$ cat src/rtl/seq_pkg.sv
// Shared types and helpers for the address sequencer.
package seq_pkg;

    typedef enum logic {
        PAUSED  = 1'b0,
        RUNNING = 1'b1
    } state_t;

    localparam logic DIR_UP   = 1'b0;
    localparam logic DIR_DOWN = 1'b1;

    localparam int ADDR_W = 4;

    // One step of the index in the requested direction, natural 4-bit wrap.
    function automatic logic [ADDR_W-1:0] next_addr(input logic [ADDR_W-1:0] a, input logic d);
        return (d == DIR_DOWN) ? a - ADDR_W'(1) : a + ADDR_W'(1);
    endfunction

    // True when the step from a in direction d crosses the 15/0 boundary.
    function automatic logic wraps(input logic [ADDR_W-1:0] a, input logic d);
        return (d == DIR_DOWN) ? (a == '0) : (a == {ADDR_W{1'b1}});
    endfunction

endpackage

$ cat src/rtl/btn_debounce.sv
// Button conditioner: synchroniser, stability debounce and registered rising-edge pulse.
module btn_debounce #(
    parameter int DB_CYCLES   = 1_000_000,
    parameter int SYNC_STAGES = 2
) (
    input  logic clk,
    input  logic rst,
    input  logic raw,
    output logic level,
    output logic rise
);

    localparam int CNT_W = $clog2(DB_CYCLES);
    localparam logic [CNT_W-1:0] CNT_LAST = CNT_W'(DB_CYCLES - 1);

    logic [SYNC_STAGES-1:0] sync_q;
    logic [CNT_W-1:0]       cnt;
    logic                   level_d;
    logic                   raw_s;

    assign raw_s = sync_q[SYNC_STAGES-1];

    // Bring the raw button into the clock domain.
    always_ff @(posedge clk or posedge rst) begin
        if (rst) sync_q <= '0;
        else     sync_q <= (sync_q << 1) | SYNC_STAGES'(raw);
    end

    // Accept a new level only after it has disagreed with the old one for DB_CYCLES cycles in a row.
    always_ff @(posedge clk or posedge rst) begin
        if (rst) begin
            cnt   <= '0;
            level <= 1'b0;
        end else if (raw_s != level) begin
            if (cnt == CNT_LAST) begin
                level <= raw_s;
                cnt   <= '0;
            end else begin
                cnt <= cnt + CNT_W'(1);
            end
        end else begin
            cnt <= '0;
        end
    end

    // Registered 0->1 detect on the accepted level; release produces nothing.
    always_ff @(posedge clk or posedge rst) begin
        if (rst) begin
            level_d <= 1'b0;
            rise    <= 1'b0;
        end else begin
            level_d <= level;
            rise    <= level & ~level_d;
        end
    end

endmodule

$ cat src/rtl/addr_sequencer.sv
// Index sequencer: free-running prescaled advance or button single-step, with direction and clear.
module addr_sequencer
    import seq_pkg::*;
#(
    parameter int TICK_DIV    = 100_000_000,
    parameter int DB_CYCLES   = 1_000_000,
    parameter int SYNC_STAGES = 2
) (
    input  logic              clk,
    input  logic              rst,
    input  logic              run,
    input  logic              dir,
    input  logic              step_btn,
    input  logic              clr,
    output logic [ADDR_W-1:0] addr,
    output logic              adv,
    output logic              wrap
);

    localparam int PRE_W = $clog2(TICK_DIV);
    localparam logic [PRE_W-1:0] PRE_LAST = PRE_W'(TICK_DIV - 1);

    // Switch synchronisers, one row per input.
    localparam int S_RUN = 0;
    localparam int S_DIR = 1;
    localparam int S_CLR = 2;

    logic [2:0][SYNC_STAGES-1:0] sw_q;
    logic                        run_s, dir_s, clr_s;

    state_t                      state_q, state_d;
    logic [PRE_W-1:0]            pre_q;
    logic                        count_en, tick, advance;
    logic                        step_level, step_rise, step_pulse;

    assign run_s = sw_q[S_RUN][SYNC_STAGES-1];
    assign dir_s = sw_q[S_DIR][SYNC_STAGES-1];
    assign clr_s = sw_q[S_CLR][SYNC_STAGES-1];

    // Shift the raw switches through their synchroniser chains.
    always_ff @(posedge clk or posedge rst) begin
        if (rst) begin
            sw_q <= '0;
        end else begin
            sw_q[S_RUN] <= (sw_q[S_RUN] << 1) | SYNC_STAGES'(run);
            sw_q[S_DIR] <= (sw_q[S_DIR] << 1) | SYNC_STAGES'(dir);
            sw_q[S_CLR] <= (sw_q[S_CLR] << 1) | SYNC_STAGES'(clr);
        end
    end

    btn_debounce #(
        .DB_CYCLES   (DB_CYCLES),
        .SYNC_STAGES (SYNC_STAGES)
    ) u_step (
        .clk   (clk),
        .rst   (rst),
        .raw   (step_btn),
        .level (step_level),
        .rise  (step_rise)
    );

    // A step only counts while the accepted level is still high.
    assign step_pulse = step_rise & step_level;

    // FSM state register.
    always_ff @(posedge clk or posedge rst) begin
        if (rst) state_q <= PAUSED;
        else     state_q <= state_d;
    end

    // FSM next state follows the synced run switch.
    always_comb begin
        state_d = state_q;
        case (state_q)
            PAUSED:  if (run_s)  state_d = RUNNING;
            RUNNING: if (!run_s) state_d = PAUSED;
            default: state_d = PAUSED;
        endcase
    end

    // FSM outputs: prescaler enable and the advance request. Counting only while
    // RUNNING in both this and the next cycle keeps the prescaler at 0 in PAUSED
    // and makes every re-entry start a full period.
    always_comb begin
        count_en = (state_q == RUNNING) && (state_d == RUNNING);
        tick     = (state_q == RUNNING) && (pre_q == PRE_LAST);
        advance  = tick | ((state_q == PAUSED) && step_pulse);
    end

    // Prescaler: 0..TICK_DIV-1 while running, cleared by clr or when not running.
    always_ff @(posedge clk or posedge rst) begin
        if (rst)                             pre_q <= '0;
        else if (clr_s || !count_en)         pre_q <= '0;
        else if (pre_q == PRE_LAST)          pre_q <= '0;
        else                                 pre_q <= pre_q + PRE_W'(1);
    end

    // Address register with coincident adv/wrap pulses; clear drops any pending advance.
    always_ff @(posedge clk or posedge rst) begin
        if (rst) begin
            addr <= '0;
            adv  <= 1'b0;
            wrap <= 1'b0;
        end else begin
            adv  <= 1'b0;
            wrap <= 1'b0;
            if (clr_s) begin
                addr <= '0;
            end else if (advance) begin
                addr <= next_addr(addr, dir_s);
                adv  <= 1'b1;
                wrap <= wraps(addr, dir_s);
            end
        end
    end

endmodule

$ cat config.mk
export PLATFORM = sky130hd
export DESIGN_NAME = addr_sequencer
export DESIGN_NICKNAME = d
export VERILOG_FILES = /design/src/rtl/seq_pkg.sv /design/src/rtl/btn_debounce.sv /design/src/rtl/addr_sequencer.sv
export SDC_FILE = /design/constraint.sdc
export NUM_CORES = 1
export LEC_CHECK = 0
export CAP_MARGIN = 10
export CORE_MARGIN = 8
export CORE_UTILIZATION = 56
export DETAILED_ROUTE_END_ITERATION = 8
export PLACE_DENSITY = 0.73
export SYNTH_ARGS = -nofsm -noshare
export SYNTH_HDL_FRONTEND = slang
export SYNTH_HIERARCHICAL = 1
export SYNTH_SLANG_ARGS = --single-unit
$ cat constraint.sdc
create_clock -name clk -period 2.2 [get_ports clk]
set_input_delay 0.44 -clock clk [delete_from_list [all_inputs] [get_ports clk]]
set_output_delay 0.44 -clock clk [all_outputs]
set_load 0.03 [all_outputs]
# ---- After elaboration in Yosys (flattened, before gate mapping)
# Index checks and enable logic that the tools add are counted.
dict set report op_classes {
  bitwise 9
  n_reduce_logical 8
  add_sub_neg 4
  eq_ne 4
  n_mux 13
}
# cell n
set ops {}
lappend ops {{$mux W27} 2}
lappend ops {{$mux W20} 2}
lappend ops {{$add A27 B1 Y27 const B} 1}
lappend ops {{$eq A27 B27 Y1 const B} 1}
lappend ops {{$add A20 B1 Y20 const B} 1}
lappend ops {{$eq A20 B20 Y1 const B} 1}
lappend ops {{$mux W4} 3}
lappend ops {{$or A2 B1 Y2} 4}
lappend ops {{$mux W1} 6}
lappend ops {{$add A4 B1 Y4 const B} 1}
lappend ops {{$eq A4 B4 Y1 const B} 1}
lappend ops {{$logic_not A4 Y1} 1}
lappend ops {{$sub A4 B1 Y4 const B} 1}
lappend ops {{$logic_and A1 B1 Y1} 3}
lappend ops {{$and A1 B1 Y1} 2}
lappend ops {{$not A1 Y1} 2}
lappend ops {{$reduce_and A2 Y1} 1}
lappend ops {{$reduce_bool A2 Y1} 1}
lappend ops {{$logic_not A1 Y1} 1}
lappend ops {{$logic_or A1 B1 Y1} 1}
lappend ops {{$ne A1 B1 Y1} 1}
lappend ops {{$or A1 B1 Y1} 1}
dict set report word_totals {
  reg_bits 65
  output_inout_bits 6
}

# ---- Depth between registers and ports, before layout
# Gate-level depths: netlist of the first run.
dict set report logic_depth {
  depth_word 5
  ltp_mapped 7
  depth_no_buf 5
}

# ---- Cells and area by module
# The synthesis of the first run kept the hierarchy.
# module area_each_um2 seq_area_each_um2 instances cells_per_inst
set by_module_without_submodules {}
lappend by_module_without_submodules {addr_sequencer 2009.4 1001.0 1 194}
lappend by_module_without_submodules {btn_debounce 1168.6 625.6 1 114}

# ---- Worst setup path after synthesis of the first run
# No wires, ideal clock.
dict set report synth_timing {
  path_kind {reg2reg}
  startpoint {reg addr[1]}
  endpoint {reg addr[3]}
  path_buffers 0
  path_stages_with_launch 6
  setup_time_ns 0.139
  arrival_ns 1.992
  synth_period_minus_slack_ns 2.130
  setup_slack_ns 0.070
  cell_sequence {dfrtp_1 -> ha_1 -> a211oi_1 -> o21bai_1 -> mux2i_1 -> or4b_1}
}
dict set report synth_via {
  elab_chain_len 4
  elab_cells_between_ends 5
  cone_classes {2 x add/sub; 3 x mux}
}
# element line_no
set synth_lines {}
lappend synth_lines {{from (decl)} addr_sequencer.sv:15} ;# output logic [ADDR_W-1:0] addr,
lappend synth_lines {{from (signal assigned)} addr_sequencer.sv:110} ;# addr <= next_addr(addr, dir_s);
lappend synth_lines {{$add A4 B1 Y4 / $sub A4 B1 Y4 (equally long branches)} seq_pkg.sv:16} ;# return (d == DIR_DOWN) ? a - ADDR_W'(1) : a + ADDR_W'(1);
lappend synth_lines {{$mux W4 (*)} seq_pkg.sv:16}
lappend synth_lines {{$mux W4 (*)} addr_sequencer.sv:109} ;# end else if (advance) begin
lappend synth_lines {{$mux W4 (*)} addr_sequencer.sv:107} ;# if (clr_s) begin
# Mark *: on every way between the ends. The rest lies on a longest branch, timed or not. The select of a mux whose other input is x is not followed.
# A chain may end at the register's enable or synchronous reset.

# ---- Final worst setup path of the first run
dict set report layout_timing {
  startpoint {reg u_step.cnt[12]}
  endpoint {reg u_step.level}
}
dict set report layout_via {
  elab_chain_len 2
}
# element line_no
set layout_lines {}
lappend layout_lines {{from (decl)} btn_debounce.sv:17} ;# logic [CNT_W-1:0] cnt;
lappend layout_lines {{from (signal assigned)} btn_debounce.sv:39} ;# cnt <= cnt + CNT_W'(1);
lappend layout_lines {{$eq A20 B20 Y1} btn_debounce.sv:35} ;# if (cnt == CNT_LAST) begin
lappend layout_lines {{$reduce_and A2 Y1 (no line)} --}
lappend layout_lines {{to (signal assigned)} btn_debounce.sv:36} ;# level <= raw_s;
lappend layout_lines {{to (decl)} btn_debounce.sv:9} ;# output logic level,
# Every way passes these cells.

==> results of run 1 <==
## through the flow
step / instance area (µm²) / util / instances / hold slack [ns]
after CTS: 3630 / 0.658 / 410 / 0.354
after detailed placement: 3440 / 0.624 / 394 / 0.340
final: 3630 / 0.659 / 410 / 0.354
after global routing: 3630 / 0.659 / 410 / 0.361
after floorplan: 3180 / - / 308 / 0.331
after global placement: 3440 / 0.624 / 394 / 0.334
## Yosys cell counts (all sizes together), types with 2 or more instances
| cell | n | area [µm²] |
|---|---|---|
| nand2b | 3 | 18.8 |
| inv | 13 | 48.8 |
| and4 | 6 | 56.3 |
| ha | 4 | 50.1 |
| a31o | 2 | 17.5 |
| clkbuf | 6 | 22.5 |
| nand2 | 6 | 22.5 |
| and3 | 6 | 38.8 |
| nand4 | 17 | 106 |
| nand3b | 2 | 15.0 |
| a211oi | 2 | 15.0 |
| nand3 | 15 | 75.1 |
| nor3 | 6 | 30.0 |
| buf | 5 | 36.3 |
| mux2 | 3 | 33.8 |
| or4b | 2 | 20.0 |
| mux2i | 2 | 20.0 |
| a21oi | 16 | 80.1 |
| or4 | 8 | 67.6 |
| xnor2 | 18 | 158 |
| nor4 | 7 | 58.8 |
| dfrtp | 65 | 1630 |
| xor2 | 12 | 105 |
| or3 | 8 | 51.3 |
| o31ai | 4 | 30.0 |
| nor2 | 43 | 161 |
| nor2b | 3 | 18.8 |
| o21ai | 10 | 61.3 |
## cell families (layout without fill, tap and decap cells)
family,count (synthesis),after routing,synth area share
multiplexers,5,5,0.0169
flip-flops,65,65,0.512
AO/OA/AOI/OAI,39,39,0.0776
adder cells (fa/ha/maj),5,5,0.0220
buffers and inverters,24,54,0.0339
AND/OR/NAND/NOR,140,140,0.255
XOR/XNOR,30,30,0.0827
## state kept, by name, indices dropped and copies added, names as in the netlist
name / cells
pre_q: 27
u_step/cnt: 20
addr: 4
sw_q: 3
u_step/sync_q: 2
adv: 1
clr_s: 1
dir_s: 1
run_s: 1
state_q: 1
u_step/level: 1
u_step/level_d: 1
u_step/rise: 1
wrap: 1
## layout make-up
type	instances	area share
clock buffers	13	0.0410
clock inverters	3	0.0110
inverters	13	0.0134
multi-input cells	219	0.399
flip-flops and latches	65	0.448
well taps	72	0.0248
repair buffers	25	0.0627
## power by group through the flow
stage                     sequential (mW)  combinational, mW  clock (mW)
after floorplan                      1.24             0.0525           0
final                                1.22             0.0749       0.973
after detailed placement             1.24             0.0774           0
after global routing                 1.22             0.0885        1.05
after global placement               1.24             0.0759           0
after CTS                            1.22             0.0775       0.995
## worst register-to-register path: cells and delay by family (launching register included)
kind / cells / cell delay (ns)
simple gates: 3 / 1.18
flops: 1 / 0.42
mux: 1 / 0.34
## metal layers
| layer | up-vias | routed length [µm] | track usage |
|---|---|---|---|
| li1 | 1148 | - | - |
| met1 | 1136 | 2800 | 0.203 |
| met2 | 52 | 2690 | 0.232 |
| met3 | 9 | 258 | 0.0337 |
| met4 | 0 | 97 | 0.0750 |
| met5 | - | 0 | 0 |
## how the worst min path moves through the flow
stage	start	end	slack [ns]
floorplan	sw_q[4]$_DFF_PP0_	clr_s$_DFF_PP0_	0.33
global placement	u_step/sync_q[0]$_DFF_PP0_	u_step/sync_q[1]$_DFF_PP0_	0.33
detailed placement	sw_q[0]$_DFF_PP0_	run_s$_DFF_PP0_	0.34
CTS	sw_q[0]$_DFF_PP0_	run_s$_DFF_PP0_	0.35
global route	u_step/sync_q[0]$_DFF_PP0_	u_step/sync_q[1]$_DFF_PP0_	0.36
finish	sw_q[0]$_DFF_PP0_	run_s$_DFF_PP0_	0.35
## timing repair
action,CTS,global route
gates resized for setup,0,1
setup buffers,0,0
setup endpoints to repair,0,1
==> results.md, run 1 <==
* Worst-Skew Late Latency at between 0.3 and 0.4 ns
* Port Buffer Count at 11
* Num CTS Buffers at 9
* Leading cell type in the layout, fill and taps excluded: dfrtp_1
* DRC errors left at 0
* CP peak stage delay at 0.54 ns
* Vias in the first global route at 2316
* Max Cap Viol at 0
* Die Y at between 90 and 100 µm
* First-pass GRT wire length at ~10000 µm
* Fin. Hold Viols at 0
* Period Utilization, post-route at 0.936
* Multi-input gate area at between 1000 and 1500 µm²
* H-tree depth at 3
* Final #Nets at roughly 340
* Pwr Total at 2.27 mW
* Avg Inst Size Synth at 10.3 µm²
* Switching Share at 0.212
* CP Capture Type: flop
* Diodes inserted at 0
* Layout cell share with drive strength beyond 1 at 0.139
* Largest net degree at the start of global routing at 41
* Total global-route track usage at 0.153
* Detailed Route Iter0 Violations at 256
* Worst R2R End: u_step/level$_DFFE_PP0P_
* WP buf/inv at 0
* Clock power frac at 0.429
* Hold WC Path Type: flop to flop
* Yosys cell types at 50
* Crit path capture: u_step/level$_DFFE_PP0P_
* TritonCTS clock tree: yes
* CTS Buffer Depth at 2
* Initial DRT Pass Iterations at 4
* Mapped Cells at 308
* Die ar. at 8340 µm²
* Worst Hold Depth at 0
* Initial Utilization at 0.577
* Worst setup margin at roughly 0.14 ns
* Most frequent cells in the layout: 65 x dfrtp_1, 43 x nor2_1, 18 x xnor2_1
* Most used DFF post-synth: dfrtp_1
* Internal Power at between 1.5 and 2 mW
* Post-DRT Antenna Nets at 0
* CP Launch Type: flop
* Critical R2R Launch: u_step/cnt[12]$_DFF_PP0_
* Place WS at about 0.075 ns
* Fin. max-slew vios at 0
* Seq/Total Area, Yosys at 0.512
* CTS root buf: clkbuf_8
* Reg2reg setup slack at roughly 0.14 ns
* Hold buffer count at cts at 0
* Number of synthesis warnings at 6
* Vias at about 2300
* Worst slew pin tran at between 0.5 and 0.6 ns
* EDFF count, synth at 0
* Cell family with most CP delay: simple AND/OR/NAND/NOR gates
* Combinational group share of total power at 0.033
* Unrepaired setup endpoints after global routing: no
* LEAKAGE at ~1.5 nW
* Area grow syn2layout at 14.3%
* Maximum vdd drop at roughly 380 µV
* Crit path from: u_step/cnt[12]$_DFF_PP0_
* Top fanout value on the critical path at 5
* Clock skew at about 0.0065 ns
* Setup CP Type: flop to flop
* Final setup vio count at 0
* # fillers at about 440
* Slew Limit Headroom at 0.598
* Core area at approximately 5500 µm²
* Storage cell area at ~1600 µm²
* Worst path slowest cell: or4_1
* WL per Instance at 14.3 µm
* Flops & latches, synth at 65
* Clock transition at the registers of the reported paths at around 0.060 ns
* Power Density at 625 nW/µm²
* FP Rows at 27
* # clock sinks at 65
* Post-Syn Area at between 3000 and 4000 µm²
* Setup tns final at 0 ns
* Vias per inst at between 5 and 6
* Async S/R FF share, synth at 1.00
* IO Count at 12
* Worst EP arrival at 2.27 ns
* Status: finished clean
* Grt ovf at 0
* Post-detail-place hpwl at roughly 4000 µm
* Initial antenna violation count at 0
* Post-Syn Nets at between 300 and 400
* Post-Route WL at about 6000 µm
* Reg2Reg Depth at 4
* Crit-path cells: or4_1 > or4_4 > nor2_1 > mux2_2
* GPL Wtd Cong at about 0.84
* Final min period at roughly 2.1 ns
* Sequential share of power at 0.538
* Die width at about 91 µm
* Levels on crit path at 4
* Psw at around 480 µW
* CP Data Required Time at approximately 2.4 ns
* Highest clock rate at approximately 0.5 GHz
No activity file was read; power rests on OpenSTA's default activity.
==> inputs of run 2 (changes only) <==
- CTS_CLUSTER_SIZE: not set -> 28
- SLEW_MARGIN: not set -> 5
==> results of run 2 <==
No change in the layout: final DEF, timing and power equal those of run 1.
